**src/rtl/nora_map_pkg.sv**
```systemverilog
// nora_map_pkg: shared definitions for the NORA CPU-to-memory bridge.
//   - region_t:       memory-map regions produced by the address decoder.
//   - bridge_state_t: CPU-cycle sequencer states, also visible on the bridge's
//                     debug state output.
//   - Address constants for the bank registers, I/O page, banked-RAM and ROM
//     windows, plus the offsets of the three I/O device sub-windows.
package nora_map_pkg;

    typedef enum logic [2:0] {
        REGION_LRAM,
        REGION_BRAM,
        REGION_ROM,
        REGION_IO,
        REGION_BANKREG,
        REGION_NONE
    } region_t;

    typedef enum logic [1:0] {
        ST_IDLE,
        ST_DECODE,
        ST_ACTIVE,
        ST_RELEASE
    } bridge_state_t;

    localparam logic [15:0] RAMBANK_ADDR = 16'h0000;
    localparam logic [15:0] ROMBANK_ADDR = 16'h0001;
    localparam logic [7:0]  IO_PAGE      = 8'h9F;
    localparam logic [7:0]  BRAM_HI      = 8'hA0;
    localparam logic [7:0]  ROM_HI       = 8'hC0;

    // Each I/O device owns a 32-byte window inside the I/O page.
    localparam logic [7:0]  IO_WIN_MASK  = 8'hE0;
    localparam logic [7:0]  VERA_OFF     = 8'h20;
    localparam logic [7:0]  AIO_OFF      = 8'h40;
    localparam logic [7:0]  ENET_OFF     = 8'h60;

endpackage

```
**src/rtl/nora_addr_decode.sv**
```systemverilog
// nora_addr_decode: purely combinational X16 memory-map decoder.
//   addr    in  16  CPU address (CA[15:12] + MAL[11:0]) as latched for the cycle
//   rambank in  8   RAMBANK register
//   rombank in  5   ROMBANK register
//   region  out     decoded region
//   mah     out 9   SRAM address bits [20:12]
//   io_sel  out 3   one-hot active-high device select {ENET, AIO, VERA}
module nora_addr_decode
    import nora_map_pkg::*;
#(
    parameter logic [7:0] IO_BASE = IO_PAGE
) (
    input  logic [15:0] addr,
    input  logic [7:0]  rambank,
    input  logic [4:0]  rombank,
    output region_t     region,
    output logic [8:0]  mah,
    output logic [2:0]  io_sel
);

    always_comb begin
        region = REGION_LRAM;
        mah    = {5'b0, addr[15:12]};
        io_sel = 3'b000;
        if (addr == RAMBANK_ADDR || addr == ROMBANK_ADDR) begin
            region = REGION_BANKREG;
        end else if (addr[15:8] == IO_BASE) begin
            region = REGION_IO;
            case (addr[7:0] & IO_WIN_MASK)
                VERA_OFF: io_sel = 3'b001;
                AIO_OFF:  io_sel = 3'b010;
                ENET_OFF: io_sel = 3'b100;
                default:  io_sel = 3'b000;
            endcase
        end else if (addr[15:8] >= ROM_HI) begin
            region = REGION_ROM;
            mah    = {2'b11, rombank, addr[13:12]};
        end else if (addr[15:8] >= BRAM_HI) begin
            region = REGION_BRAM;
            mah    = {rambank, addr[12]};
        end
    end

endmodule

```
**src/rtl/cpu_mem_bridge.sv**
```systemverilog
// cpu_mem_bridge: per-CPU-cycle bridge between the 65C02 bus and SRAM/IO pins.
// Latches the CPU address at setup_cs, decodes the memory map, drives MAH and
// the SRAM / IO strobes, moves data between CD and MD, and holds the RAMBANK
// ($0000) and ROMBANK ($0001) registers.
//   clk6x, resetn            clock, synchronous active-low reset
//   setup_cs/phi2_rise/fall  one-cycle phaser strobes
//   cpu_addr, cpu_rwn        CPU address and R/W
//   cd_i/cd_o/cd_oe          CPU data bus
//   md_i/md_o/md_oe          memory data bus
//   mah                      SRAM address [20:12]
//   m1csn, mrdn, mwrn        SRAM strobes (active low)
//   vcs0n, vcs1n, vcs2n      VERA / AIO / ENET selects (active low)
//   rambank, rombank         bank registers
//   state                    sequencer state (debug)
// Handshake: there is no back-pressure. The phaser owns the timing; a CPU
// cycle opens with setup_cs (accepted only in IDLE) and closes with phi2_fall,
// at which point write data on cd_i is committed.
module cpu_mem_bridge
    import nora_map_pkg::*;
#(
    parameter logic [7:0] IO_BASE   = 8'h9F,
    parameter int         ROMBANK_W = 5
) (
    input  logic                 clk6x,
    input  logic                 resetn,
    input  logic                 setup_cs,
    input  logic                 phi2_rise,
    input  logic                 phi2_fall,
    input  logic [15:0]          cpu_addr,
    input  logic                 cpu_rwn,
    input  logic [7:0]           cd_i,
    input  logic [7:0]           md_i,
    output logic [7:0]           cd_o,
    output logic                 cd_oe,
    output logic [7:0]           md_o,
    output logic                 md_oe,
    output logic [8:0]           mah,
    output logic                 m1csn,
    output logic                 mrdn,
    output logic                 mwrn,
    output logic                 vcs0n,
    output logic                 vcs1n,
    output logic                 vcs2n,
    output logic [7:0]           rambank,
    output logic [ROMBANK_W-1:0] rombank,
    output bridge_state_t        state
);

    bridge_state_t next_state;
    logic [15:0]   addr_q;
    logic          rwn_q;
    logic          wr_armed;   // phi2_rise seen on a writable SRAM cycle

    region_t       region;
    logic [8:0]    dec_mah;
    logic [2:0]    io_sel;
    logic          is_sram;
    logic          is_io;

    nora_addr_decode #(.IO_BASE(IO_BASE)) u_decode (
        .addr    (addr_q),
        .rambank (rambank),
        .rombank (5'(rombank)),
        .region  (region),
        .mah     (dec_mah),
        .io_sel  (io_sel)
    );

    assign is_sram = (region == REGION_LRAM) || (region == REGION_BRAM) ||
                     (region == REGION_ROM);
    assign is_io   = (region == REGION_IO);

    always_comb begin
        next_state = state;
        case (state)
            ST_IDLE:    if (setup_cs) next_state = ST_DECODE;
            ST_DECODE:  next_state = phi2_fall ? ST_RELEASE : ST_ACTIVE;
            ST_ACTIVE:  if (phi2_fall) next_state = ST_RELEASE;
            ST_RELEASE: next_state = ST_IDLE;
            default:    next_state = ST_IDLE;
        endcase
    end

    always_ff @(posedge clk6x) begin
        if (!resetn) begin
            state    <= ST_IDLE;
            addr_q   <= '0;
            rwn_q    <= 1'b1;
            wr_armed <= 1'b0;
            rambank  <= '0;
            rombank  <= '0;
        end else begin
            state <= next_state;
            if (state == ST_IDLE && setup_cs) begin
                addr_q <= cpu_addr;
                rwn_q  <= cpu_rwn;
            end
            // ROM is write-protected, so it never arms the write pulse.
            if (phi2_fall || state == ST_IDLE || state == ST_RELEASE) begin
                wr_armed <= 1'b0;
            end else if (phi2_rise && !rwn_q && is_sram && region != REGION_ROM) begin
                wr_armed <= 1'b1;
            end
            if (state == ST_ACTIVE && phi2_fall && !rwn_q && region == REGION_BANKREG) begin
                if (addr_q[0]) rombank <= cd_i[ROMBANK_W-1:0];
                else           rambank <= cd_i;
            end
        end
    end

    // Outputs are gated with resetn so that a mid-cycle reset releases every
    // strobe immediately rather than one edge later.
    always_comb begin
        m1csn = 1'b1;
        mrdn  = 1'b1;
        mwrn  = 1'b1;
        vcs0n = 1'b1;
        vcs1n = 1'b1;
        vcs2n = 1'b1;
        mah   = '0;
        cd_oe = 1'b0;
        md_oe = 1'b0;
        cd_o  = md_i;
        md_o  = cd_i;
        if (resetn && (state == ST_DECODE || state == ST_ACTIVE)) begin
            mah   = dec_mah;
            m1csn = !is_sram;
            vcs0n = !(is_io && io_sel[0]);
            vcs1n = !(is_io && io_sel[1]);
            vcs2n = !(is_io && io_sel[2]);
            mrdn  = !(rwn_q && (is_sram || is_io));
        end
        if (resetn && state == ST_ACTIVE) begin
            if (rwn_q) begin
                cd_oe = 1'b1;
                if (region == REGION_BANKREG) begin
                    cd_o = addr_q[0] ? 8'(rombank) : rambank;
                end
            end else begin
                md_oe = 1'b1;
                // The write pulse ends in the phi2_fall cycle itself.
                mwrn  = !(wr_armed && !phi2_fall);
            end
        end
    end

    setup_in_active: assert property (@(posedge clk6x) disable iff (!resetn)
        !(setup_cs && state == ST_ACTIVE))
        else $warning("cpu_mem_bridge: setup_cs before phi2_fall closed the cycle");

endmodule

```
**config.mk**
```make
export PLATFORM = sky130hd
export DESIGN_NAME = cpu_mem_bridge
export DESIGN_NICKNAME = d
export VERILOG_FILES = /design/src/rtl/nora_map_pkg.sv /design/src/rtl/nora_addr_decode.sv /design/src/rtl/cpu_mem_bridge.sv
export SDC_FILE = /design/constraint.sdc
export NUM_CORES = 1
export LEC_CHECK = 0
export BUFFER_PORTS_ARGS = -buffer_cell sky130_fd_sc_hd__buf_2
export CAP_MARGIN = 20
export CORE_ASPECT_RATIO = 0.8
export CORE_MARGIN = 2
export CORE_UTILIZATION = 47
export CTS_CLUSTER_SIZE = 20
export DETAILED_ROUTE_END_ITERATION = 16
export GPL_TIMING_DRIVEN = 0
export PLACE_DENSITY = 0.79
export SYNTH_ARGS = -nofsm -noshare
export SYNTH_HDL_FRONTEND = slang
export SYNTH_HIERARCHICAL = 1
export SYNTH_SLANG_ARGS = --single-unit
```
**constraint.sdc**
```tcl
create_clock -name clk6x -period 6.7 [get_ports clk6x]
set_input_delay 0.335 -clock clk6x [delete_from_list [all_inputs] [get_ports clk6x]]
set_output_delay 0.335 -clock clk6x [all_outputs]
set_load 0.02 [all_outputs]
```
# --- Word level (Yosys, flattened, before mapping) ---
# Index checks and enable logic that the tools add are counted.
totals:
  regBits: 33
  inputBits: 38
  output_inout_bits: 48
  wordCells: 92
op_classes:
  order_cmp: 2
  eq_ne: 15
  n_mux: 31
  bitwise_logic: 2
  reduce_logical: 36
ops:
  columns: ["operator", "count"]
  rows:
  - ["$mux W9", 5]
  - ["$mux W8", 4]
  - ["$eq A16 B1 Y1 const B", 1]
  - ["$ge A8 B8 Y1 const B", 2]
  - ["$logic_not A16 Y1", 1]
  - ["$mux W3", 5]
  - ["$logic_and A1 B1 Y1", 14]
  - ["$mux W1", 13]
  - ["$eq A3 B2 Y1 const B", 4]
  - ["$pmux W3 S3", 1]
  - ["$eq A8 B8 Y1 const B", 1]
  - ["$logic_not A1 Y1", 8]
  - ["$pmux W2 S4", 1]
  - ["$logic_or A1 B1 Y1", 7]
  - ["$eq A3 B1 Y1 const B", 2]
  - ["$reduce_and A2 Y1", 3]
  - ["$eq A2 B2 Y1 const B", 2]
  - ["$mux W2", 2]
  - ["$ne A2 B2 Y1 const B", 2]
  - ["$eq A3 B3 Y1 const B", 1]
  - ["$logic_not A3 Y1", 1]
  - ["$ne A3 B2 Y1 const B", 1]
  - ["$eq A2 B1 Y1 const B", 1]
  - ["$logic_not A2 Y1", 1]
  - ["other kinds (2)", 3]

# --- Depth between registers and ports, before layout ---
# Gate-level depths: netlist (run 1).
logic_depth:
  word_depth: 12
  ltp_mapped: 7
  mapped_depth_nobuf: 5

# --- Hierarchy ---
# The synthesis (run 1) kept the hierarchy.
by_module_without_submodules:
  columns: ["module", "n_inst", "cells_per_inst", "area_per_inst_um2", "seq_area_each_um2"]
  rows:
  - ["cpu_mem_bridge", 1, 206, 1770.4, 660.6]
  - ["nora_addr_decode", 1, 40, 259.0, 0.0]

# --- Worst setup path before layout (run 1) ---
# OpenSTA, ideal clock, no wires.
synth_path:
  kind: "flip-flop to output port"
  startpoint: "register addr_q[13]"
  endpoint: "output port cd_o[5]"
  t_arrival_ps: 2097
  path_slack_ps: 4268
  stages_incl_launch_ff: 7
  n_path_buf: 2
  path_cell_list: "dfxtp_1 > buf_2 > nor3_1 > and4_1 > or3b_1 > buf_6 > o41ai_1"
synth_via:
  elab_cells_between_ends: 14
synth_rtl:
  columns: ["element", "line_no", "text"]
  rows:
  - ["start, declared", "cpu_mem_bridge.sv:50", "logic [15:0] addr_q;"]
  - ["start signal, assigned", "cpu_mem_bridge.sv:95", "addr_q <= cpu_addr;"]
  - ["$eq A8 B8 Y1, or another cell as far along", "nora_addr_decode.sv:27", "end else if (addr[15:8] == IO_BASE) begin"]
  - ["$mux W3 or $logic_or A1 B1 Y1 (tied branches)", "nora_addr_decode.sv:27, nora_addr_decode.sv:25", null]
  - ["$mux W3 (*)", "nora_addr_decode.sv:25", "if (addr == RAMBANK_ADDR || addr == ROMBANK_ADDR) begin"]
  - ["named net region[2]", "cpu_mem_bridge.sv:54", "region_t region;"]
  - ["$eq A3 B3 Y1 (*)", "cpu_mem_bridge.sv:136", "if (region == REGION_BANKREG) begin"]
  - ["$mux W8 (*)", "cpu_mem_bridge.sv:136", null]
  - ["$mux W8 (*)", "cpu_mem_bridge.sv:134", "if (rwn_q) begin"]
  - ["$mux W8 (*)", "cpu_mem_bridge.sv:133", "if (resetn && state == ST_ACTIVE) begin"]
  - ["end, declared", "cpu_mem_bridge.sv:33", "output logic [7:0] cd_o,"]
# Mark *: on every way through the listed nets, which the timed path passes. The rest lies on a longest branch.

# --- Worst setup path after layout (run 1) ---
layout_path:
  startpoint: "register addr_q[9]"
  endpoint: "output port cd_o[4]"
# Same word-level chain as after synthesis.

==> results of run 1 <==
metal layers:
layer / vias to the layer above / part of all wire (%) / track usage (%)
met5: - / 0 / 0
met4: 0 / 1.3 / 10.7
met3: 9 / 5.6 / 4.19
met2: 71 / 44 / 32.1
met1: 937 / 49 / 30.2
li1: 1019 / - / -
power by group:
| group | total (W) | leakage, nW | switching (W) | internal [W] |
|---|---|---|---|---|
| Clock | 0.000193 | 0.0585 | 0.0000717 | 0.000121 |
| Combinational | 0.000282 | 0.855 | 0.000172 | 0.000110 |
| Sequential | 0.000248 | 0.269 | 0.0000257 | 0.000222 |
per-stage QoR:
step	cells	cell area (µm²)	hold WS [ns]	total power, W	util, %
2_1_floorplan	246	2030	0.441	0.000451	-
3_3_place_gp	387	2520	0.452	0.000525	60.3
3_5_place_dp	387	2520	0.460	0.000532	60.3
4_1_cts	395	2640	0.268	0.000725	63.1
5_1_grt	395	2640	0.284	0.000769	63.1
6_report	395	2640	0.275	0.000723	63.1
flip-flops by register name (all words and copies together) (netlist names):
name,cells
addr_q,16
rambank,8
wr_armed,1
rombank,5
rwn_q,1
state,2
logic make-up after synthesis:
group | Yosys count | synth area share, %
mux | 23 | 12.0
compound gates | 36 | 12.5
flops | 33 | 32.6
simple gates | 118 | 30.8
fa+ha+maj | 4 | 2.47
buf+inv | 32 | 9.80
cell usage after synthesis (2+ instances only):
library cell  number
a21boi_0          17
a21oi_1            5
and3_1            11
buf_2              3
buf_4              9
buf_6              2
clkbuf_1           7
dfxtp_1           33
ha_1               4
inv_1              8
mux2_2            10
mux2i_1           13
nand2_1           69
nand3_1            2
nand3b_1           5
nor2_1             7
nor2b_1            3
nor3_1             3
nor4_1             5
nor4b_1            2
o21ai_0            4
o21ai_1            2
o41ai_1            3
critical path: stages (launching register included):
cell,delay [ns]
dfxtp_1,0.32
nor4_1,0.36
and4_1,0.32
or3b_1,0.37
buf_6,0.16
nor2_1,0.42
mux2_2,0.40
buf_2,0.16
path summary, 6_finish.rpt:
path              slack (ns)         end  cells past startpoint
setup / recovery        3.58     cd_o[4]                      7
hold / removal          0.27       rwn_q                      3
setup reg to reg        4.15  rambank[0]                      6
hold reg to reg         0.47   addr_q[2]                      2
layout make-up:
cell class | count | area (µm²)
Tap cell | 57 | 71.3
Inverter | 8 | 30.0
Clock buffer | 7 | 86.3
Sequential cell | 33 | 661
Timing Repair Buffer | 84 | 420
Buffer | 24 | 169
Fill cell | 390 | 1540
Multi-Input combinational cell | 181 | 1170
Clock inverter | 1 | 30.0
==> results.json, run 1 <==
{
  "status": "finished clean",
  "finalSetupTns_ns": 0,
  "slew_violations": 0,
  "yosysUniqueCellTypes": 42,
  "postSynthCellCount": 246,
  "nets": 379,
  "skew_ns": 0.00614,
  "post-route-min-period_ns": 3.12,
  "worstPathRequired_ns": 6.36,
  "grt_usage_pct": 21.7,
  "initial_core_util_pct": 48.6,
  "final_common_cell": "buf_2",
  "synth_top_area_share_pct": 32.6,
  "power-per-cell-area_nw_per_um2": 274,
  "slew_headroom_pct": 44.1,
  "die_h_um": 62.8,
  "antenna_found_initial": 0,
  "syn_avg_cell_area_um2": 8.25,
  "drive_above_1_share_pct": 36.1,
  "startpoint_type": "flop",
  "rsz0062_at_grt": "false",
  "via_count": 2036,
  "drv_cap": 0,
  "r2r-start": "addr_q[9]",
  "antenna_left": 0,
  "avgRoutedWirePerCell_um": 13.3,
  "postCtsSetupBuffers": 0,
  "tightest_slew_ns": 0.832,
  "portBuffers": 84,
  "cts_tree": "built",
  "holdBufCountCts": 0,
  "root_buffer": "clkbuf_8",
  "ys_ff_latch": 33,
  "min_from": "cpu_rwn",
  "yosys_warnings": 6,
  "cts_sinks": 33,
  "final_cell_mix": "87 x buf_2, 69 x nand2_1, 33 x dfxtp_1",
  "arrival_ns": 2.79,
  "grt.overflow.total": 0,
  "wirelength_um": 5260,
  "cp-startpoint": "addr_q[9]",
  "setup_viol": 0,
  "grt_max_degree": 11,
  "first_pass_iters": 4,
  "fp.coreArea_um2": 4180,
  "gp_congestion": 0.934,
  "path_clk_slew_ns": 0.06,
  "ir_drop_uv": 139,
  "worstHoldPathType": "input pin to flop",
  "die_w_um": 77.5,
  "cts_buffer_depth": 2,
  "vias_per_cell": 5.15,
  "grt_pass1_vias": 1817,
  "drc": 0,
  "netlist_area_um2": 2030,
  "dp_hpwl_um": 4000,
  "die-area_um2": 4860,
  "cts_made_buffers": 5,
  "worst_slack_ns": 3.58,
  "critPathCaptureType": "output pin",
  "synth_seq_area_share_pct": 32.6,
  "cts_resized": 0,
  "crit_type": "flop to output pin",
  "worst-path-max-fanout": 9,
  "async_reset_ff_share_pct": 0,
  "syn_nets": 288,
  "htreeDepth": 2,
  "synth_ff_type": "dfxtp_1",
  "clk-insertion-delay-late_ns": 0.29,
  "rows": 21,
  "dp_slack_ns": 3.90,
  "synth_edf_count": 0,
  "drt_iter0_drc": 92,
  "n_antenna_cell": 0,
  "cellLeakagePower_nw": 1.18,
  "grt_pass1_wl_um": 8420,
  "fmaxAchievable_ghz": 0.320,
  "yosysTopAreaCell": "dfxtp_1",
  "timing.final.crit_share_pct": 46.6,
  "finalHoldViolCount": 0,
  "ys_top_cells_by_area": "dfxtp_1 33%, nand2_1 13%, mux2i_1 6.4%",
  "syn_to_final_growth_pct": 30.0,
  "pin_count": 86
}
(Power assumes the default switching activity.)
==> run 2: changes to the inputs <==
==> constraint.sdc (replaced) <==
create_clock -name clk6x -period 2.9 [get_ports clk6x]
set_input_delay 0.145 -clock clk6x [delete_from_list [all_inputs] [get_ports clk6x]]
set_output_delay 0.145 -clock clk6x [all_outputs]
set_load 0.02 [all_outputs]
==> results.json, run 2 (same netlist as run 1, synthesis figures left out) <==
{
  "critPathCaptureType": "output pin",
  "finalHoldViolCount": 0,
  "placedCellCount": 387,
  "status": "finished clean",
  "slew_headroom_pct": 44.4,
  "gp_congestion": 0.934,
  "path_clk_slew_ns": 0.06,
  "skew_ns": 0.00433,
  "crit_type": "flop to output pin",
  "rows": 21,
  "worstHoldPathType": "input pin to flop",
  "rsz0062_at_grt": "false",
  "worstPathRequired_ns": 2.76,
  "finalSetupTns_ns": 0,
  "path_cells": "nor4_1, and4_1, or3b_1, buf_6, nor2_2, mux2_2, buf_2",
  "clkPwrFrac_pct": 26.6,
  "grt_pass1_wl_um": 8420,
  "timing.final.crit_share_pct": 95.5,
  "htreeDepth": 2,
  "drt_iter0_drc": 116,
  "setup_viol": 0,
  "n_antenna_cell": 0,
  "dp_hpwl_um": 4000,
  "cts_made_buffers": 5,
  "die_w_um": 77.5,
  "clk-insertion-delay-late_ns": 0.28,
  "power_w": 0.00167,
  "final_common_cell": "buf_2",
  "cellLeakagePower_nw": 1.18,
  "portBuffers": 84,
  "worst-path-max-fanout": 9,
  "grt_pass1_vias": 1821,
  "drive_above_1_share_pct": 36.4,
  "path_buf_inv": 2,
  "initial_core_util_pct": 48.6,
  "grt_max_degree": 11,
  "syn_to_final_growth_pct": 30.1,
  "ir_drop_uv": 323,
  "wirelength_um": 5220,
  "switching_power_w": 0.000618,
  "final_cell_mix": "87 x buf_2, 69 x nand2_1, 33 x dfxtp_1",
  "fp.coreArea_um2": 4180,
  "p_sw_share_pct": 37.1,
  "nets": 379,
  "grt_usage_pct": 21.7,
  "slew_violations": 0,
  "root_buffer": "clkbuf_8",
  "fmaxAchievable_ghz": 0.361,
  "largest-register": "addr_q",
  "drc": 0,
  "die-area_um2": 4860,
  "critPathSlowestCell": "mux2_2",
  "vias_per_cell": 5.15,
  "first_pass_iters": 4,
  "die_h_um": 62.8,
  "via_count": 2036,
  "p_int_w": 0.00105,
  "tightest_slew_ns": 0.828,
  "drv_cap": 0,
  "cpPeakStageDelay_ns": 0.38,
  "sequentialPowerShare_pct": 34.4,
  "power-per-cell-area_nw_per_um2": 631,
  "cts_tree": "built",
  "largest_reg_flops": 16,
  "postCtsSetupBuffers": 0,
  "cp_top_family": "simple AND/OR/NAND/NOR gates",
  "pin_count": 86,
  "reg_top3": "addr_q x16, rambank x8, rombank x5",
  "startpoint_type": "flop",
  "arrival_ns": 2.62,
  "cts_buffer_depth": 2,
  "cts_sinks": 33,
  "avgRoutedWirePerCell_um": 13.2,
  "antenna_left": 0,
  "post-route-min-period_ns": 2.77,
  "grt.overflow.total": 0,
  "final_cells": 395,
  "p_comb_share_pct": 39.0,
  "antenna_found_initial": 0
}
-- run 2: through the flow --
stage / worst slack [ns] / hold WS [ns] / instance area, µm² / util, %
2_1_floorplan: 0.658 / 0.268 / 2030 / -
3_5_place_dp: 0.293 / 0.376 / 2520 / 60.3
5_1_grt: 0.00692 / 0.0942 / 2640 / 63.2
6_report: 0.131 / 0.0863 / 2640 / 63.2
3_3_place_gp: 0.329 / 0.377 / 2520 / 60.3
4_1_cts: 0.130 / 0.0785 / 2640 / 63.2
-- run 2: area by class of cell --
class	instances	area, µm²
Clock buffer	7	86.3
Sequential cell	33	661
Multi-Input combinational cell	181	1170
Fill cell	390	1540
Inverter	8	30.0
Timing Repair Buffer	84	420
Buffer	24	169
Clock inverter	1	30.0
Tap cell	57	71.3
-- run 2: what timing repair did --
action,4_1_cts,5_1_grt
setup endpoints to repair,5,0
hold buffers,0,0
resized for setup,1,0
-- run 2: per-layer routing --
metal	up-vias	part of all wire (%)	track usage [%]
met4	0	1.7	10.7
met2	73	44	32.2
met1	930	47	30.1
li1	1022	-	-
met5	-	0	0
met3	11	6.5	4.19
-- run 2: power by group through the flow --
stage	clock [W]	sequential (W)	combinational [W]
6_report	0.000443	0.000573	0.000649
5_1_grt	0.000475	0.000582	0.000721
4_1_cts	0.000454	0.000573	0.000650
3_5_place_dp	0	0.000583	0.000647
3_3_place_gp	0	0.000580	0.000633
2_1_floorplan	0	0.000586	0.000456
-- run 2: worst paths after layout --
check             startpoint    endpoint  slack (ns)  cells past startpoint
setup reg to reg   addr_q[9]  rambank[0]        0.35                      6
hold / removal       cpu_rwn       rwn_q        0.09                      3
hold reg to reg    addr_q[2]   addr_q[2]        0.47                      2
setup / recovery   addr_q[9]     cd_o[0]        0.13                      7
-- run 2: tightest hold or removal path, delay by kind of cell --
kind,cells,cell delay (ns)
buffers and inverters,1,0.07
and+or+nand+nor,2,0.12
==> run 3: changes to the inputs <==
--- a/config.mk
+++ b/config.mk
@@ -7,13 +7,15 @@
 export LEC_CHECK = 0
 export BUFFER_PORTS_ARGS = -buffer_cell sky130_fd_sc_hd__buf_2
 export CAP_MARGIN = 20
+export CELL_PAD_IN_SITES_DETAIL_PLACEMENT = 1
+export CELL_PAD_IN_SITES_GLOBAL_PLACEMENT = 1
 export CORE_ASPECT_RATIO = 0.8
 export CORE_MARGIN = 2
-export CORE_UTILIZATION = 47
+export CORE_UTILIZATION = 34
 export CTS_CLUSTER_SIZE = 20
 export DETAILED_ROUTE_END_ITERATION = 16
 export GPL_TIMING_DRIVEN = 0
-export PLACE_DENSITY = 0.79
+export PLACE_DENSITY = 0.9
 export SYNTH_ARGS = -nofsm -noshare
 export SYNTH_HDL_FRONTEND = slang
 export SYNTH_HIERARCHICAL = 1
==> results.json, run 3 (same netlist as run 1, synthesis figures left out) <==
{
  "status": "finished clean",
  "grt_max_degree": 11,
  "htreeDepth": 2,
  "finalSetupTns_ns": 0,
  "largest_reg_flops": 16,
  "path_clk_slew_ns": 0.07,
  "drc": 0,
  "drv_cap": 0,
  "skew_ns": 0.00371,
  "portBuffers": 84,
  "cts_sinks": 33,
  "worstPathRequired_ns": 2.76,
  "worst_slack_ns": 0.223,
  "via_count": 2077,
  "final_common_cell": "buf_2",
  "avgRoutedWirePerCell_um": 15.3,
  "fp.coreArea_um2": 5850,
  "antenna_found_initial": 0,
  "n_antenna_cell": 0,
  "hold_ws_ns": 0.0878,
  "path_buf_inv": 3,
  "nets": 379,
  "slew_violations": 0,
  "placedCellCount": 411,
  "first_pass_iters": 4,
  "grt_usage_pct": 19.4,
  "pin_count": 86,
  "rsz0062_at_grt": "false",
  "clk-insertion-delay-late_ns": 0.29,
  "gp_congestion": 0.806,
  "die_h_um": 73.1,
  "arrival_ns": 2.53,
  "grt_pass1_vias": 2079,
  "startpoint_type": "flop",
  "cts_tree": "built",
  "cellLeakagePower_nw": 1.18,
  "finalHoldViolCount": 0,
  "crit_type": "flop to output pin",
  "largest-register": "addr_q",
  "slew_headroom_pct": 46.7,
  "cts_buffer_depth": 2,
  "rows": 25,
  "die-area_um2": 6610,
  "reg_top3": "addr_q x16, rambank x8, rombank x5",
  "post-route-min-period_ns": 2.68,
  "dp_hpwl_um": 5020,
  "wirelength_um": 6430,
  "syn_to_final_growth_pct": 31.1,
  "dp_slack_ns": 0.290,
  "timing.final.crit_share_pct": 92.3,
  "critPathSlowestCell": "or3b_1",
  "power-per-cell-area_nw_per_um2": 617,
  "holdBufCountCts": 0,
  "cpPeakStageDelay_ns": 0.38,
  "drt_iter0_drc": 106,
  "tightest_slew_ns": 0.794,
  "path_cells": "buf_2, nor3_1, and4_1, or3b_1, buf_6, nor2_4, mux2_2, buf_2",
  "root_buffer": "clkbuf_8",
  "power_w": 0.00164,
  "drive_above_1_share_pct": 37.0,
  "setup_viol": 0,
  "postCtsSetupBuffers": 0,
  "final_cells": 419,
  "final_cell_mix": "87 x buf_2, 69 x nand2_1, 32 x dfxtp_1",
  "initial_core_util_pct": 34.7,
  "worst-path-max-fanout": 10,
  "grt.overflow.total": 0,
  "worstHoldPathType": "input pin to flop",
  "critPathCaptureType": "output pin",
  "die_w_um": 90.4,
  "antenna_left": 0,
  "fmaxAchievable_ghz": 0.374,
  "grt_pass1_wl_um": 10100,
  "vias_per_cell": 4.96,
  "crit_top_cell": "buf_2",
  "ir_drop_uv": 211,
  "cts_made_buffers": 5,
  "cp_top_family": "simple AND/OR/NAND/NOR gates"
}
run 3: metal layers:
| layer | vias to the layer above | track usage [%] | wire length (µm) | part of all wire (%) |
|---|---|---|---|---|
| met3 | 2 | 3.82 | 309 | 4.8 |
| met5 | - | 0 | 0 | 0 |
| li1 | 1017 | - | - | - |
| met4 | 0 | 3.59 | 17 | 0.26 |
| met1 | 993 | 24.4 | 2880 | 45 |
| met2 | 65 | 35.0 | 3220 | 50 |
run 3: worst register-to-register path, stage by stage (launching register included):
cell and delay, ns:
dfxtp_1 0.32, buf_2 0.19, nor3_1 0.20, and4_1 0.29, or3b_1 0.38, buf_6 0.16
nor4_4 0.67, mux2i_1 0.27
run 3: power by group:
part           switching [W]  total, W  internal (W)
combinational       0.000416  0.000671      0.000255
sequential         0.0000625  0.000577      0.000514
clock               0.000178  0.000393      0.000215
run 3: path summary, 6_finish.rpt:
path         startpoint  depth (start not counted)         end  slack (ns)
min             cpu_rwn                          3       rwn_q        0.09
max reg2reg  addr_q[13]                          7  rambank[5]        0.34
max          addr_q[13]                          8     cd_o[0]        0.22
min reg2reg   addr_q[2]                          2   addr_q[2]        0.47
run 3: repair_timing:
action / CTS / global route
endpoints found under the setup margin: 5 / 3
gates resized for setup: 1 / 2
pin swaps: 0 / 0
run 3: stage by stage:
step,instance area [µm²],util (%)
global placement,2550,43.6
detailed placement,2550,43.6
CTS,2660,45.4
floorplan,2030,-
global route,2660,45.5
finish,2660,45.5
run 3: final cells by class:
cell class,instances,area [µm²]
flip-flops and latches,33,662
plain buffers,24,169
fillers,758,3190
multi-input cells,181,1180
repair buffers,84,420
inverters,8,30.0
clock inverters,1,5.00
clock buffers,7,96.3
well taps,81,101
